==> src/rtl/seg_reader.sv <==
// Seven-segment bus reader: samples the display control bus, waits for a pattern to hold
// steady, decodes it once and hands it off over a valid/ready port. Define SEG_READER_HEX_EN for A..F.
module seg_reader #(
    parameter int unsigned STABLE_CYCLES = 4
) (
    input  logic       clk,
    input  logic       rst,
    input  logic [8:0] seg_in,
    input  logic       out_ready,
    output logic       out_valid,
    output logic [3:0] out_digit,
    output logic       out_dp,
    output logic       out_blank,
    output logic       out_err,
    output logic       overrun
);

    typedef enum logic [1:0] {
        IDLE,
        SETTLE,
        LOCKED
    } state_t;

    localparam logic [7:0] LAST = 8'(STABLE_CYCLES - 1);

    state_t     state_q, state_d;
    logic [8:0] s_q, s_d;
    logic [7:0] cnt_q, cnt_d;
    logic       ld;

    logic       valid_q, valid_d;
    logic [3:0] digit_q, digit_d;
    logic       dp_q, dp_d;
    logic       blank_q, blank_d;
    logic       err_q, err_d;
    logic       ovr_q, ovr_d;

    logic [3:0] dec_digit;
    logic       dec_blank;
    logic       dec_err;

    // Any change of the bus restarts settling, whatever state we are in.
    always_comb begin
        state_d = state_q;
        s_d     = s_q;
        cnt_d   = cnt_q;
        ld      = 1'b0;
        if (state_q == IDLE || seg_in != s_q) begin
            s_d     = seg_in;
            cnt_d   = 8'd0;
            state_d = SETTLE;
        end else if (state_q == SETTLE) begin
            if (cnt_q == LAST) begin
                ld      = 1'b1;
                state_d = LOCKED;
            end else begin
                cnt_d = cnt_q + 8'd1;
            end
        end
    end

    always_comb begin
        dec_digit = 4'd0;
        dec_blank = 1'b0;
        dec_err   = 1'b0;
        if (s_q[8] || s_q[6:0] == 7'h00) begin
            dec_blank = 1'b1;
        end else begin
            case (s_q[6:0])
                7'h3f: dec_digit = 4'd0;
                7'h06: dec_digit = 4'd1;
                7'h5b: dec_digit = 4'd2;
                7'h4f: dec_digit = 4'd3;
                7'h66: dec_digit = 4'd4;
                7'h6d: dec_digit = 4'd5;
                7'h7d: dec_digit = 4'd6;
                7'h07: dec_digit = 4'd7;
                7'h7f: dec_digit = 4'd8;
                7'h6f: dec_digit = 4'd9;
`ifdef SEG_READER_HEX_EN
                7'h77: dec_digit = 4'd10;
                7'h7c: dec_digit = 4'd11;
                7'h39: dec_digit = 4'd12;
                7'h5e: dec_digit = 4'd13;
                7'h79: dec_digit = 4'd14;
                7'h71: dec_digit = 4'd15;
`else
`endif
                default: dec_err = 1'b1;
            endcase
        end
    end

    // A fresh result always wins over the handshake; overwriting an unaccepted one is flagged.
    always_comb begin
        valid_d = valid_q;
        digit_d = digit_q;
        dp_d    = dp_q;
        blank_d = blank_q;
        err_d   = err_q;
        ovr_d   = ovr_q;
        if (valid_q && out_ready) begin
            valid_d = 1'b0;
        end
        if (ld) begin
            valid_d = 1'b1;
            digit_d = dec_digit;
            dp_d    = s_q[7];
            blank_d = dec_blank;
            err_d   = dec_err;
            if (valid_q && !out_ready) begin
                ovr_d = 1'b1;
            end
        end
    end

    always_ff @(posedge clk) begin
        if (rst) begin
            state_q <= IDLE;
            s_q     <= 9'd0;
            cnt_q   <= 8'd0;
            valid_q <= 1'b0;
            digit_q <= 4'd0;
            dp_q    <= 1'b0;
            blank_q <= 1'b0;
            err_q   <= 1'b0;
            ovr_q   <= 1'b0;
        end else begin
            state_q <= state_d;
            s_q     <= s_d;
            cnt_q   <= cnt_d;
            valid_q <= valid_d;
            digit_q <= digit_d;
            dp_q    <= dp_d;
            blank_q <= blank_d;
            err_q   <= err_d;
            ovr_q   <= ovr_d;
        end
    end

    assign out_valid = valid_q;
    assign out_digit = digit_q;
    assign out_dp    = dp_q;
    assign out_blank = blank_q;
    assign out_err   = err_q;
    assign overrun   = ovr_q;

endmodule
==> config.mk <==
export PLATFORM = sky130hd
export DESIGN_NAME = seg_reader
export DESIGN_NICKNAME = d
export VERILOG_FILES = /design/src/rtl/seg_reader.sv
export SDC_FILE = /design/constraint.sdc
export NUM_CORES = 1
export LEC_CHECK = 0
export ABC_AREA = 1
export BUFFER_PORTS_ARGS = -buffer_cell sky130_fd_sc_hd__buf_2
export CORE_AREA = 2 2 58 60
export CTS_BUF_LIST = sky130_fd_sc_hd__clkbuf_16
export DETAILED_ROUTE_END_ITERATION = 7
export DIE_AREA = 0 0 60 62
export PLACE_DENSITY = 0.76
export SYNTH_ARGS = -nofsm -noshare
export SYNTH_HDL_FRONTEND = slang
export SYNTH_SLANG_ARGS = --single-unit
==> constraint.sdc <==
create_clock -name clk -period 4.21 [get_ports clk]
set_input_delay 0.842 -clock clk [delete_from_list [all_inputs] [get_ports clk]]
set_output_delay 0.842 -clock clk [all_outputs]
set_load 0.05 [all_outputs]
# Word-level counts from Yosys, hierarchy flattened
# Index checks and enable logic that the tools add are counted.
[totals]
elab_cells = 54
register_bits = 28
[op_classes]
n_reduce_logical = 16
n_eq_ne = 13
addsub = 1
n_bitwise = 1
mux = 13
[op_table]
columns = ["operator", "n"]
rows = [
  ["7-bit equality test (second input constant)", 7],
  ["4-bit one-hot mux with 9 select lines", 1],
  ["7-bit by 3-bit equality test with 1-bit output (second input constant)", 2],
  ["1-bit 2-to-1 mux", 11],
  ["10-bit OR reduction", 1],
  ["9-bit inequality test", 1],
  ["8-bit by 1-bit adder with 8-bit output (second input constant)", 1],
  ["8-bit by 2-bit equality test with 1-bit output (second input constant)", 1],
  ["2-bit AND reduction", 4],
  ["7-bit by 6-bit equality test with 1-bit output (second input constant)", 1],
  ["7-bit zero test", 1],
  ["2-bit nonzero test", 3],
  ["4-bit 2-to-1 mux", 1],
  ["2-bit by 1-bit equality test with 1-bit output (second input constant)", 1],
  ["1-bit logical AND", 2],
  ["2-bit zero test", 1],
  ["1-bit logical OR", 2],
  ["2-bit OR reduction", 1],
  ["1-bit zero test", 1],
  ["1-bit inverter", 1],
]

# Logic depth before layout (Yosys ltp)
[depth]
word_depth = 5
mapped_depth = 11
mapped_depth_nobuf = 10

# Worst setup path before layout
# Ideal clock, no wire load.
[synth_timing]
kind = "in2reg"
start = "in seg_in[5]"
end = "reg err_q, in the netlist out_err"
setup_slack_ps = 2514
t_required_ps = 4088
path_stages = 9
t_arrival_ps = 1573
cell_sequence = "inv_1 nand2_1 nand2_2 nor2_4 nand3b_4 nor2_4 a21boi_0 nor2_1 nor2_1"
[synth_between]
elab_chain_cells = 3
[synth_rtl]
columns = ["item", "line", "rtl"]
rows = [
  ["start, declared", "8", "input logic [8:0] seg_in,"],
  ["9-bit inequality test", "48", "if (state_q == IDLE || seg_in != s_q) begin"],
  ["1-bit logical OR", "48", ""],
  ["1-bit 2-to-1 mux", "48", ""],
  ["end signal, assigned", "136", "err_q <= err_d;"],
  ["end, declared", "35", "logic err_q, err_d;"],
]
# Every way passes these cells.
# A chain may end at the register's enable or synchronous reset.

# Final worst setup path
[layout_timing]
start = "reg digit_q[0], in the netlist out_digit[0]"
end = "out out_digit[0]"
[layout_rtl]
columns = ["item", "line", "rtl"]
rows = [
  ["start, declared", "32", "logic [3:0] digit_q, digit_d;"],
  ["start signal, assigned", "133", "digit_q <= digit_d;"],
  ["end, declared", "11", "output logic [3:0] out_digit,"],
]
# No word-level cell between the ends.

==> results.py <==
metrics = {
    "status": {
        "status": "complete, no violations",
    },
    "sta": {
        "fin_skew_ns": 0.00322,
        "min_period_ns": 1.72,
        "worst_pin_slew_ns": 0.341,
        "slew_viol_final": 0,
        "slew_headroom": 0.772,
        "finalHoldViolCount": 0,
        "rsz0062_at_grt": "false",
        "finalSetupTns_ns": 0,
        "fmax_ghz": 0.581,
        "period_share": 0.409,
        "final-setup-viol-count": 0,
    },
    "setup_path": {
        "crit_family": "flip-flops",
        "cp_slowest_cell": "dfxtp_1",
        "crit_chain": "buf_2",
        "required_ns": 3.37,
        "end_kind": "output port",
        "cp.arrival_ns": 0.88,
        "cp_num_buf_inv": 1,
        "r2r-start": "cnt_q[0]",
        "worstPathMaxFanout": 2,
        "start_kind": "flip-flop",
        "critPathMaxStageDelay_ns": 0.34,
        "crit_type": "flip-flop to output port",
        "worstSetupStartpoint": "out_digit[0]",
    },
    "yosys": {
        "ys.flop_type": "dfxtp_1",
        "syn_area_um2": 1620,
        "postSynthAreaPerCell_um2": 6.65,
        "ys_seq_area_frac": 0.347,
        "syn_nets": 256,
        "synth-seq-cells": 28,
        "synth_edf_count": 0,
        "yosys_warnings": 0,
        "ys_types": 31,
        "ys_async_sr_fraction": 0,
        "syn-instance-count": 243,
    },
    "power_and_ir_drop": {
        "pwr-share-seq": 0.453,
        "switching_share": 0.217,
        "intPower_mw": 0.480,
        "clkPwrFrac": 0.460,
        "comb_power_share": 0.087,
        "p_sw_mw": 0.133,
        "powerDensity_nw_per_um2": 329,
        "p_leak_nw": 0.917,
        "vdd_ir_drop_max_mv": 0.186,
    },
    "clock_network": {
        "tritoncts_num_sinks": 28,
        "htreeDepth": 1,
        "hold_buffers": 0,
        "clock_latency_ns": 0.27,
        "cts_tree": "done",
        "cts_buffer_depth": 2,
        "cts_buffers": 3,
        "cts-root-buf": "clkbuf_16",
        "cts_setup_buffers": 0,
        "cts-resized-gates": 0,
        "path_clk_slew_ns": 0.07,
    },
    "die": {
        "io_pins": 21,
        "die-height_um": 62,
        "num_rows": 21,
        "die_w_um": 60,
        "start_util": 0.508,
        "die_area_um2": 3720,
        "core-area_um2": 3180,
    },
    "detailed_routing": {
        "routed_wl_um": 3060,
        "wl_per_cell_um": 9.91,
        "firstDrtPassIters": 4,
        "final_antenna_net_count": 0,
        "first_iter_violations": 48,
        "via_count": 1454,
        "remaining_drc_errors": 0,
        "via_per_inst": 4.71,
    },
    "final_layout": {
        "drive_above_1_share": 0.190,
        "fillers": 317,
        "antenna_cells": 0,
        "nNetsFinal": 277,
        "syn2layout_area_growth_pct": 15.2,
        "final_area_um2": 1860,
    },
    "job": {
        "drv_cap": 0,
    },
    "global_routing": {
        "antenna_found_initial": 0,
        "grt_max_degree": 17,
        "gr-total-overflow": 0,
        "grt_pass1_vias": 1334,
        "track_usage": 0.191,
        "grt_pass1_wl_um": 5260,
    },
    "placement": {
        "gp_congestion": 0.855,
        "hpwl_um": 2460,
        "placedInstanceArea_um2": 1760,
        "port_buffers": 20,
    },
    "min_path": {
        "hp-start": "overrun",
        "hold_path.class": "flip-flop to flip-flop",
    },
}
[registers in the layout (all words and copies together), names as in the netlist]
register / cells
cnt_q: 8
out_blank: 1
s_q: 9
out_dp: 1
out_err: 1
out_valid: 1
overrun: 1
state_q: 2
out_digit: 4
[power by group through the flow]
stage	Clock (mW)	Sequential [mW]	Combinational [mW]
finish	0.282	0.278	0.0536
detailed placement	0	0.284	0.0545
CTS	0.286	0.278	0.0546
floorplan	0	0.280	0.0429
global route	0.296	0.279	0.0618
global placement	0	0.284	0.0535
[cell usage after synthesis, drive strengths merged, types with 2 or more instances]
library cell / count / area, µm²
nor3: 6 / 35.0
inv: 38 / 143
xnor2: 4 / 35.0
dfxtp: 28 / 561
nor2: 50 / 230
nand4: 7 / 50.1
buf: 2 / 10.0
xor2: 5 / 43.8
nand3: 17 / 85.1
clkinv: 2 / 12.5
o21ai: 4 / 20.0
nand2: 60 / 253
clkbuf: 2 / 7.51
a21oi: 11 / 58.8
[final cells by class]
type / count / area [µm²] / area share
tap: 46 / 57.6 / 0.0309
multi-input combinational: 171 / 883 / 0.474
inverter: 40 / 155 / 0.0833
sequential: 28 / 561 / 0.301
timing repair buffer: 20 / 100 / 0.0538
clock inverter: 1 / 30.0 / 0.0161
clock buffer: 3 / 75.1 / 0.0403
[stage by stage]
step	hold WS [ns]	power (mW)	instances	util	setup WS, ns
3_5_place_dp	0.456	0.338	305	0.553	2.26
6_report	0.468	0.613	309	0.586	2.49
2_1_floorplan	0.444	0.323	243	-	2.51
4_1_cts	0.472	0.618	309	0.586	2.48
3_3_place_gp	0.446	0.337	305	0.553	2.28
5_1_grt	0.488	0.637	309	0.586	2.39
[logic make-up (layout without fill, tap and decap cells)]
kind of cell | Yosys count | count (layout) | share of synthesized area
AND/OR/NAND/NOR | 143 | 143 | 0.428
buffers and inverters | 44 | 64 | 0.107
flip-flops | 28 | 28 | 0.347
AO/OA/AOI/OAI | 18 | 18 | 0.0619
XOR/XNOR | 9 | 9 | 0.0488
adder cells (fa/ha/maj) | 1 | 1 | 0.00774
[final timing paths]
check / endpoint / slack [ns] / cells after the start
max: out_digit[0] / 2.49 / 1
min: overrun / 0.47 / 1
min reg2reg: overrun / 0.47 / 1
max reg2reg: out_err / 2.71 / 7
[per-layer routing]
layer,global-route usage,wire [µm],up-vias
met5,0,0,-
met4,0.0952,60,0
met3,0.0373,73,6
met2,0.345,1540,15
met1,0.215,1390,644
li1,-,-,789
[placed cells by master (no fill, tap or decap), types with 2 or more instances in the layout]
cell and instances:
nand2_2 5, nand2_1 53, clkbuf_16 3, nor2_1 43, inv_1 33, nor2_2 2
buf_2 20, nor2_4 5, o21ai_0 2, nand2_4 2, nand4_1 6, a21oi_1 10
xor2_1 5, inv_2 5, nand3_1 17, nor3_1 5, xnor2_1 4, o21ai_1 2
dfxtp_1 28
(Power assumes the default switching activity.)
